<file path="config.mk">
export PLATFORM = sky130hd
export DESIGN_NAME = ex_muldiv_unit
export DESIGN_NICKNAME = d
export VERILOG_FILES = /design/src/rtl/ex_muldiv_unit.sv
export SDC_FILE = /design/constraint.sdc
export NUM_CORES = 2
export LEC_CHECK = 0
export CORE_ASPECT_RATIO = 0.8
export CORE_MARGIN = 8
export CORE_UTILIZATION = 55
export DETAILED_ROUTE_END_ITERATION = 10
export PLACE_DENSITY = 0.84
export SLEW_MARGIN = 10
export SYNTH_ARGS = -nofsm -noshare
export SYNTH_HDL_FRONTEND = slang
export SYNTH_SLANG_ARGS = --single-unit
</file>
<file path="constraint.sdc">
create_clock -name clk -period 17.8 [get_ports clk]
set_clock_uncertainty 0.2 [all_clocks]
set_input_delay 3.56 -clock clk [delete_from_list [all_inputs] [get_ports clk]]
set_output_delay 3.56 -clock clk [all_outputs]
set_load 0.005 [all_outputs]
</file>
<file path="src/rtl/ex_muldiv_unit.sv">
// RV32M execute-stage multiply/divide unit.
// The operands are selected through the forwarding muxes and latched when an instruction is
// accepted. MUL* takes one registered multiply cycle. DIV*/REM* run a radix-2 restoring
// divider for XLEN cycles. Divide-by-zero and signed overflow complete straight from accept.
// Optional feature: define MULDIV_REM_CACHE_EN to keep the last divider result. A repeated
// DIV*/REM* on the same operands and signedness then completes one cycle after accept.
module ex_muldiv_unit #(
  parameter int unsigned XLEN = 32
) (
  input  logic            clk,
  input  logic            rst_n,
  input  logic            valid_i,
  input  logic [2:0]      funct3_i,
  input  logic [XLEN-1:0] idex_rs1_data,
  input  logic [XLEN-1:0] idex_rs2_data,
  input  logic [XLEN-1:0] exmem_alu_res,
  input  logic [XLEN-1:0] memwb_wb_data,
  input  logic [1:0]      ForwardA,
  input  logic [1:0]      ForwardB,
  input  logic            flush_i,
  output logic            busy_o,
  output logic            done_o,
  output logic [XLEN-1:0] result_o
);

  localparam int unsigned CntW = $clog2(XLEN);
  localparam logic [XLEN-1:0] IntMin = {1'b1, {(XLEN-1){1'b0}}};

  typedef enum logic [1:0] {StIdle, StMul, StDiv, StDone} state_e;

  state_e          state_q, state_d;
  logic [XLEN-1:0] op_a_q, op_a_d, op_b_q, op_b_d;
  logic [1:0]      f3_q, f3_d;      // funct3[1:0]; the state already tells mul from div
  logic [XLEN-1:0] rem_q, rem_d, quo_q, quo_d, dvs_q, dvs_d;
  logic [CntW-1:0] cnt_q, cnt_d;
  logic            q_neg_q, q_neg_d, r_neg_q, r_neg_d;
  logic [XLEN-1:0] result_q, result_d;

`ifdef MULDIV_REM_CACHE_EN
  logic            cache_valid_q, cache_valid_d, cache_sgn_q, cache_sgn_d;
  logic [XLEN-1:0] cache_a_q, cache_a_d, cache_b_q, cache_b_d;
  logic [XLEN-1:0] cache_quo_q, cache_quo_d, cache_rem_q, cache_rem_d;
`endif

  logic [XLEN-1:0] op_a, op_b, a_mag, b_mag;
  logic            accept, sgn, a_neg, b_neg, div_zero, div_ovf, cache_hit;
  logic            a_sx, b_sx;
  logic [2*XLEN-1:0] prod;
  logic [XLEN:0]     shifted, diff;
  logic [XLEN-1:0]   rem_nxt, quo_nxt, quo_fin, rem_fin;

  // Forwarding muxes for both operands.
  always_comb begin
    unique case (ForwardA)
      2'b10:   op_a = exmem_alu_res;
      2'b01:   op_a = memwb_wb_data;
      default: op_a = idex_rs1_data;
    endcase
    unique case (ForwardB)
      2'b10:   op_b = exmem_alu_res;
      2'b01:   op_b = memwb_wb_data;
      default: op_b = idex_rs2_data;
    endcase
  end

  // Accept-time decode: signedness, magnitudes and the special divide cases.
  always_comb begin
    accept   = (state_q == StIdle) && valid_i && !flush_i;
    sgn      = ~funct3_i[0];
    a_neg    = sgn & op_a[XLEN-1];
    b_neg    = sgn & op_b[XLEN-1];
    a_mag    = a_neg ? -op_a : op_a;
    b_mag    = b_neg ? -op_b : op_b;
    div_zero = (op_b == '0);
    div_ovf  = sgn && (op_a == IntMin) && (op_b == '1);
`ifdef MULDIV_REM_CACHE_EN
    cache_hit = cache_valid_q && (cache_a_q == op_a) && (cache_b_q == op_b) &&
                (cache_sgn_q == sgn);
`else
    cache_hit = 1'b0;
`endif
  end

  // Multiplier and one restoring-divider step on the latched state.
  always_comb begin
    // Only MULHU (11) treats rs1 as unsigned; MULHSU (10) and MULHU treat rs2 as unsigned.
    a_sx    = (f3_q != 2'b11) & op_a_q[XLEN-1];
    b_sx    = ~f3_q[1] & op_b_q[XLEN-1];
    prod    = {{XLEN{a_sx}}, op_a_q} * {{XLEN{b_sx}}, op_b_q};
    shifted = {rem_q, quo_q[XLEN-1]};
    diff    = shifted - {1'b0, dvs_q};
    if (!diff[XLEN]) begin
      rem_nxt = diff[XLEN-1:0];
      quo_nxt = {quo_q[XLEN-2:0], 1'b1};
    end else begin
      rem_nxt = shifted[XLEN-1:0];
      quo_nxt = {quo_q[XLEN-2:0], 1'b0};
    end
    quo_fin = q_neg_q ? -quo_nxt : quo_nxt;
    rem_fin = r_neg_q ? -rem_nxt : rem_nxt;
  end

  // Next-state and datapath update.
  always_comb begin
    state_d  = state_q;
    op_a_d   = op_a_q;
    op_b_d   = op_b_q;
    f3_d     = f3_q;
    rem_d    = rem_q;
    quo_d    = quo_q;
    dvs_d    = dvs_q;
    cnt_d    = cnt_q;
    q_neg_d  = q_neg_q;
    r_neg_d  = r_neg_q;
    result_d = result_q;
`ifdef MULDIV_REM_CACHE_EN
    cache_valid_d = cache_valid_q;
    cache_sgn_d   = cache_sgn_q;
    cache_a_d     = cache_a_q;
    cache_b_d     = cache_b_q;
    cache_quo_d   = cache_quo_q;
    cache_rem_d   = cache_rem_q;
`endif
    unique case (state_q)
      StIdle: begin
        if (accept) begin
          op_a_d  = op_a;
          op_b_d  = op_b;
          f3_d    = funct3_i[1:0];
          rem_d   = '0;
          quo_d   = a_mag;
          dvs_d   = b_mag;
          cnt_d   = '0;
          q_neg_d = a_neg ^ b_neg;
          r_neg_d = a_neg;
          if (!funct3_i[2]) begin
            state_d = StMul;
          end else if (div_zero) begin
            state_d  = StDone;
            result_d = funct3_i[1] ? op_a : '1;
          end else if (div_ovf) begin
            state_d  = StDone;
            result_d = funct3_i[1] ? '0 : IntMin;
          end else if (cache_hit) begin
            state_d = StDone;
`ifdef MULDIV_REM_CACHE_EN
            result_d = funct3_i[1] ? cache_rem_q : cache_quo_q;
`endif
          end else begin
            state_d = StDiv;
          end
        end
      end
      StMul: begin
        if (flush_i) begin
          state_d = StIdle;
        end else begin
          state_d  = StDone;
          result_d = (f3_q == 2'b00) ? prod[XLEN-1:0] : prod[2*XLEN-1:XLEN];
        end
      end
      StDiv: begin
        rem_d = rem_nxt;
        quo_d = quo_nxt;
        cnt_d = cnt_q + CntW'(1);
        if (flush_i) begin
          state_d = StIdle;
        end else if (cnt_q == CntW'(XLEN - 1)) begin
          state_d  = StDone;
          result_d = f3_q[1] ? rem_fin : quo_fin;
`ifdef MULDIV_REM_CACHE_EN
          cache_valid_d = 1'b1;
          cache_sgn_d   = ~f3_q[0];
          cache_a_d     = op_a_q;
          cache_b_d     = op_b_q;
          cache_quo_d   = quo_fin;
          cache_rem_d   = rem_fin;
`endif
        end
      end
      default: state_d = StIdle;  // StDone always returns to idle, flush or not
    endcase
  end

  // State registers.
  always_ff @(posedge clk or negedge rst_n) begin
    if (!rst_n) begin
      state_q  <= StIdle;
      op_a_q   <= '0;
      op_b_q   <= '0;
      f3_q     <= '0;
      rem_q    <= '0;
      quo_q    <= '0;
      dvs_q    <= '0;
      cnt_q    <= '0;
      q_neg_q  <= 1'b0;
      r_neg_q  <= 1'b0;
      result_q <= '0;
`ifdef MULDIV_REM_CACHE_EN
      cache_valid_q <= 1'b0;
      cache_sgn_q   <= 1'b0;
      cache_a_q     <= '0;
      cache_b_q     <= '0;
      cache_quo_q   <= '0;
      cache_rem_q   <= '0;
`endif
    end else begin
      state_q  <= state_d;
      op_a_q   <= op_a_d;
      op_b_q   <= op_b_d;
      f3_q     <= f3_d;
      rem_q    <= rem_d;
      quo_q    <= quo_d;
      dvs_q    <= dvs_d;
      cnt_q    <= cnt_d;
      q_neg_q  <= q_neg_d;
      r_neg_q  <= r_neg_d;
      result_q <= result_d;
`ifdef MULDIV_REM_CACHE_EN
      cache_valid_q <= cache_valid_d;
      cache_sgn_q   <= cache_sgn_d;
      cache_a_q     <= cache_a_d;
      cache_b_q     <= cache_b_d;
      cache_quo_q   <= cache_quo_d;
      cache_rem_q   <= cache_rem_d;
`endif
    end
  end

  // Outputs: done and result come from registers; busy also covers the accept cycle.
  always_comb begin
    busy_o   = accept || (((state_q == StMul) || (state_q == StDiv)) && !flush_i);
    done_o   = (state_q == StDone);
    result_o = result_q;
  end

endmodule

</file>
* Word level (Yosys, flattened, before mapping) *
Index checks and enable logic that the tools add are counted.

word-level totals
  input bits = 139
  output and inout bits = 34
  word-level logic and storage cells = 94
  register bits after elaboration = 203

cells by class
  multipliers = 1
  equality and inequality tests = 18
  mux-type cells = 34
  reduce and logical (&&, ||, !) cells = 17
  bitwise operators = 7
  add/sub/neg operators = 6

operators with widths
  kind                    count
  $mux W32                18
  $pmux W32 S2            4
  $neg A32 Y32            4
  $pmux W32 S3            1
  $eq A32 B32 Y1 const B  2
  $mul A33 B33 Y64        1
  $sub A33 B32 Y33        1
  $logic_not A32 Y1       1
  $ne A2 B2 Y1 const B    6
  $mux W2                 5
  $pmux W5 S2             1
  $eq A2 B2 Y1 const B    4
  $reduce_and A7 Y1       1
  $eq A2 B1 Y1 const B    3
  $ne A3 B3 Y1 const B    2
  $pmux W2 S3             1
  $reduce_and A2 Y1       3
  $add A5 B1 Y5 const B   1
  $eq A5 B5 Y1 const B    1
  $logic_and A1 B1 Y1     5
  $mux W5                 1
  $and A1 B1 Y1           4
  $logic_not A2 Y1        2
  $mux W1                 3
  other kinds (6)         8

* Depth between registers and ports, before layout *
  word-level depth = 10
  depth in mapped cells = 32
  mapped depth without buffers = 30

* Least setup slack after synthesis *
No wires, ideal clock.

  path kind = register -> register
  from = reg op_a_q[31]
  to = reg result_q[27] (netlist: result_o[27])
  data required time = 17.465 ns
  clock period less this slack = 8.826 ns
  arrival = 8.490 ns
  buffers on the path = 3
  cell stages (with the launch flop) = 30
  library setup time = 0.135 ns
  path slack = 8.974 ns
  cells stage by stage = dfrtp_1 a21boi_0 clkbuf_1 clkbuf_1 nand2_1 fa_1 fa_1 inv_1 fa_1 inv_1 fa_1 inv_1 fa_1 fa_1 fa_1 inv_1 fa_1 inv_1 ha_1 clkbuf_1 a21oi_1 o21ai_0 o211a_1 a211oi_1 a211oi_1 a211o_1 a31oi_1 xnor2_1 a221oi_1 a32oi_1

between the ends
  cells in the longest elaborated chain, start to end = 5

RTL lines
  item                    line  source
  from (decl)             32    logic [XLEN-1:0] op_a_q, op_a_d, op_b_q, op_b_d;
  from (signal assigned)  209   op_a_q <= op_a_d;
  $and A1 B1 Y1           87    a_sx = (f3_q != 2'b11) & op_a_q[XLEN-1];
  $mul A33 B33 Y64 (*)    89    prod = {{XLEN{a_sx}}, op_a_q} * {{XLEN{b_sx}}, op_b_q};
  $mux W32 (*)            159   result_d = (f3_q == 2'b00) ? prod[XLEN-1:0] : prod[2*XLEN-1:XLEN];
  $mux W32 (*)            155   if (flush_i) begin
  $pmux W32 S3 (*)        124   unique case (state_q)
  to (signal assigned)    218   result_q <= result_d;
  to (decl)               37    logic [XLEN-1:0] result_q, result_d;

Every way passes the cells marked *; elsewhere a longest branch is shown, timed or not. The select of a mux whose other input is x is not followed.
A chain may end at the register's enable or synchronous reset.

* Final worst setup path *
  from = reg f3_q[1]
  to = reg result_q[26] (netlist: result_o[26])

between the ends
  cells in the longest elaborated chain, start to end = 6
  elaborated cells between the ends (all ways) = 12
  classes of those cells = mul: 1; eq/ne: 1; mux: 6; bitwise: 3; reduce/logical: 1

RTL lines
  item                                        line    source
  from (decl)                                 33      logic [1:0] f3_q, f3_d;
  from (signal assigned)                      191     f3_q <= '0;
  from (signal assigned)                      211     f3_q <= f3_d;
  $ne A2 B2 Y1 or $not A1 Y1 (tied branches)  87, 88
  $and A1 B1 Y1 (on tied branches)            87, 88
  $mul A33 B33 Y64                            89
  $mux W32                                    159
  $mux W32                                    155
  $pmux W32 S3 (*)                            124

Marked as above.

==> reports/qor.yml <==
status:
  status: "finished, final reports clean"
synth:
  ys_async_sr_fraction_pct: 100
  synth_area_leader_cell: "fa_1"
  ys_seq_area_share_pct: 9.47
  synth_warnings: 0
  ys_ff_latch: 202
  synth_edf_count: 0
  yosysUniqueCellTypes: 91
  syn_area_um2: 53400
  synth_area_leaders: "fa_1 42%, dfrtp_1 9.5%, inv_1 8.3%"
  synth_top_cell_area_share_pct: 42.2
  netlist_instances: 6148
  synthFlopType: "dfrtp_1"
  syn_nets: 7672
  syn_area_per_cell_um2: 8.69
setup_path:
  end_kind: "flip-flop"
  arrival_ns: 10.17
  critPathMaxFanout: 33
  slowest_stage: "a221oi_1"
  slowest_delay_ns: 0.68
  cp-start-kind: "flip-flop"
  crit_type: "reg -> reg"
  crit_top_cell: "fa_1"
  worstPathRequired_ns: 18.03
  reg2reg_slack_ns: 7.86
clocking:
  cts_made_buffers: 23
  cts_hold_buf: 0
  insertion_delay_ns: 0.55
  clkSlewWorstSetupHoldPaths_ns: 0.07
  clock-sinks: 202
  root_buffer: "clkbuf_16"
  tritoncts: "yes"
  htree_levels: 1
  cts.path.max_buffers: 3
  cts_resized: 0
  post_cts_buffers: 0
hold_path:
  min_path_type: "reg -> reg"
drt:
  dr.pass1.iters: 6
  vias_per_cell: 6.03
  drc: 0
  wl_per_cell_um: 22.8
  wl_um: 169000
  ant_nets: 0
  drt_iter0_drc: 4580
  route.vias.total: 44700
run:
  drv_cap: 0
global_route:
  grt_pass1_wl_um: 268000
  grtUsageTotal_pct: 31.9
  grt_max_degree: 83
  grt_overflow: 0
  grt_pass1_vias: 47800
  antenna_found_initial: 4
timing:
  fin_crit_sh_pct: 55.9
  min_period_ns: 9.94
  rsz0062_at_grt: "false"
  whs_ns: 0.277
  finalHoldViolCount: 0
  slew_violations: 0
  finalSetupTns_ns: 0
  tightestPinTransition_ns: 1.27
  finalSetupViolCount: 0
  relSlewSlack_pct: 14.7
  fmax_mhz: 101
finish:
  finalNetCount: 7627
  syn_to_final_growth_pct: 6.94
  n_fill_cell: 8193
  regArea_um2: 5060
  drive_above_1_share_pct: 3.58
  multi_input_area_um2: 42600
placement:
  gp_congestion: 1.04
  detailed_place_hpwl_um: 135000
  portBuffers: 172
floorplanning:
  initial_core_util_pct: 55.4
  pin_count: 173
  die_h_um: 295
  die_area_um2: 107000
  placementRows: 102
  fp.dieW_um: 364
  core_um2: 96500
critical path: cells and delay by family, from the launching register on:
family                     cells  cell delay (ns)
and+or+nand+nor                4             0.80
DFF                            1             0.42
adders and majority gates      9             4.08
xor gates and xnor gates       1             0.22
buffers and inverters          5             1.12
AOI/OAI and AO/OA              8             2.98
stage by stage:
| step | setup slack, ns | instance area (um2) | util [%] | std cells |
|---|---|---|---|---|
| 3_5_place_dp | 8.01 | 56300 | 58.3 | 7378 |
| 3_3_place_gp | 8.23 | 56300 | 58.3 | 7378 |
| 5_1_grt | 7.36 | 57100 | 59.2 | 7420 |
| 6_report | 7.86 | 57100 | 59.2 | 7420 |
| 4_1_cts | 7.98 | 57100 | 59.2 | 7419 |
| 2_1_floorplan | 8.97 | 53400 | - | 6148 |
logic make-up (layout without fill, tap and decap cells):
family	Yosys count	in the layout	synth area share (%)
AO/OA/AOI/OAI	950	950	11.5
buffers and inverters	1536	1507	10.9
adder cells (fa/ha/maj)	1385	1385	48.3
other	0	1	0
multiplexers	41	41	0.780
flip-flops	202	202	9.47
AND/OR/NAND/NOR	1835	1835	15.9
XOR/XNOR	199	199	3.26
registers in the layout, summed over array words and instances (netlist names):
register  count
quo_q        32
rem_q        32
result_o     32
q_neg_q       1
r_neg_q       1
cnt_q         5
dvs_q        31
op_b_q       32
f3_q          2
state_q       2
op_a_q       32
cell usage in the layout, fill, tap and decap left out, types with 39 or more instances in the layout:
master and n:
inv_1 1177, fa_1 1126, nand2_1 1030, and2_1 378, o21ai_0 314, ha_1 258
a21oi_1 206, dfrtp_1 198, clkdlybuf4s50_1 171, nor2_1 168, buf_4 115, xnor2_1 106
xor2_1 93, a221o_1 55, a21o_1 51, nand3_1 43, a31oi_1 39
path summary, 6_finish.rpt:
path                                  startpoint                  endpoint  depth (start not counted)
max in group asynchronous                  rst_n     op_b_q[1]$_DFFE_PN0P_                          2
min in group asynchronous                  rst_n     dvs_q[16]$_DFFE_PN0P_                          1
min                        op_b_q[3]$_DFFE_PN0P_     op_b_q[3]$_DFFE_PN0P_                          2
max reg2reg                  f3_q[1]$_DFFE_PN0P_  result_o[26]$_DFFE_PN0P_                         27
max                          f3_q[1]$_DFFE_PN0P_  result_o[26]$_DFFE_PN0P_                         27
min reg2reg                op_b_q[3]$_DFFE_PN0P_     op_b_q[3]$_DFFE_PN0P_                          2
synth_stat cells (all sizes together) (18+ instances only):
| master | count |
|---|---|
| a211oi | 22 |
| a21o | 51 |
| a21oi | 208 |
| a221o | 55 |
| a221oi | 21 |
| a22o | 19 |
| a31oi | 39 |
| and2 | 378 |
| and3 | 27 |
| buf | 34 |
| clkbuf | 323 |
| dfrtp | 202 |
| fa | 1126 |
| ha | 259 |
| inv | 1178 |
| mux2i | 36 |
| nand2 | 1030 |
| nand3 | 44 |
| nand4 | 20 |
| nor2 | 168 |
| nor2b | 20 |
| nor3 | 36 |
| nor4 | 18 |
| o21a | 20 |
| o21ai | 343 |
| o31ai | 36 |
| or2 | 26 |
| xnor2 | 106 |
| xor2 | 93 |
cell type report:
cell class / instances / area share, %
Tap cell: 1300 / 2.85
Inverter: 1179 / 7.75
Clock buffer: 27 / 1.05
Sequential cell: 202 / 8.86
Multi-Input combinational cell: 4410 / 74.6
Antenna cell: 1 / 0.00438
Clock inverter: 14 / 0.375
Timing Repair Buffer: 287 / 4.53
layer usage:
layer	global-route usage [%]	part of all wire, %	vias to the layer above
li1	-	-	18900
met3	7.44	12	570
met4	15.6	6.1	4
met1	42.3	38	22400
met5	0	0.014	-
met2	49.5	44	2880
Power is not shown: default switching activity piles up to over one toggle a cycle in this logic, so the estimate is an artifact.
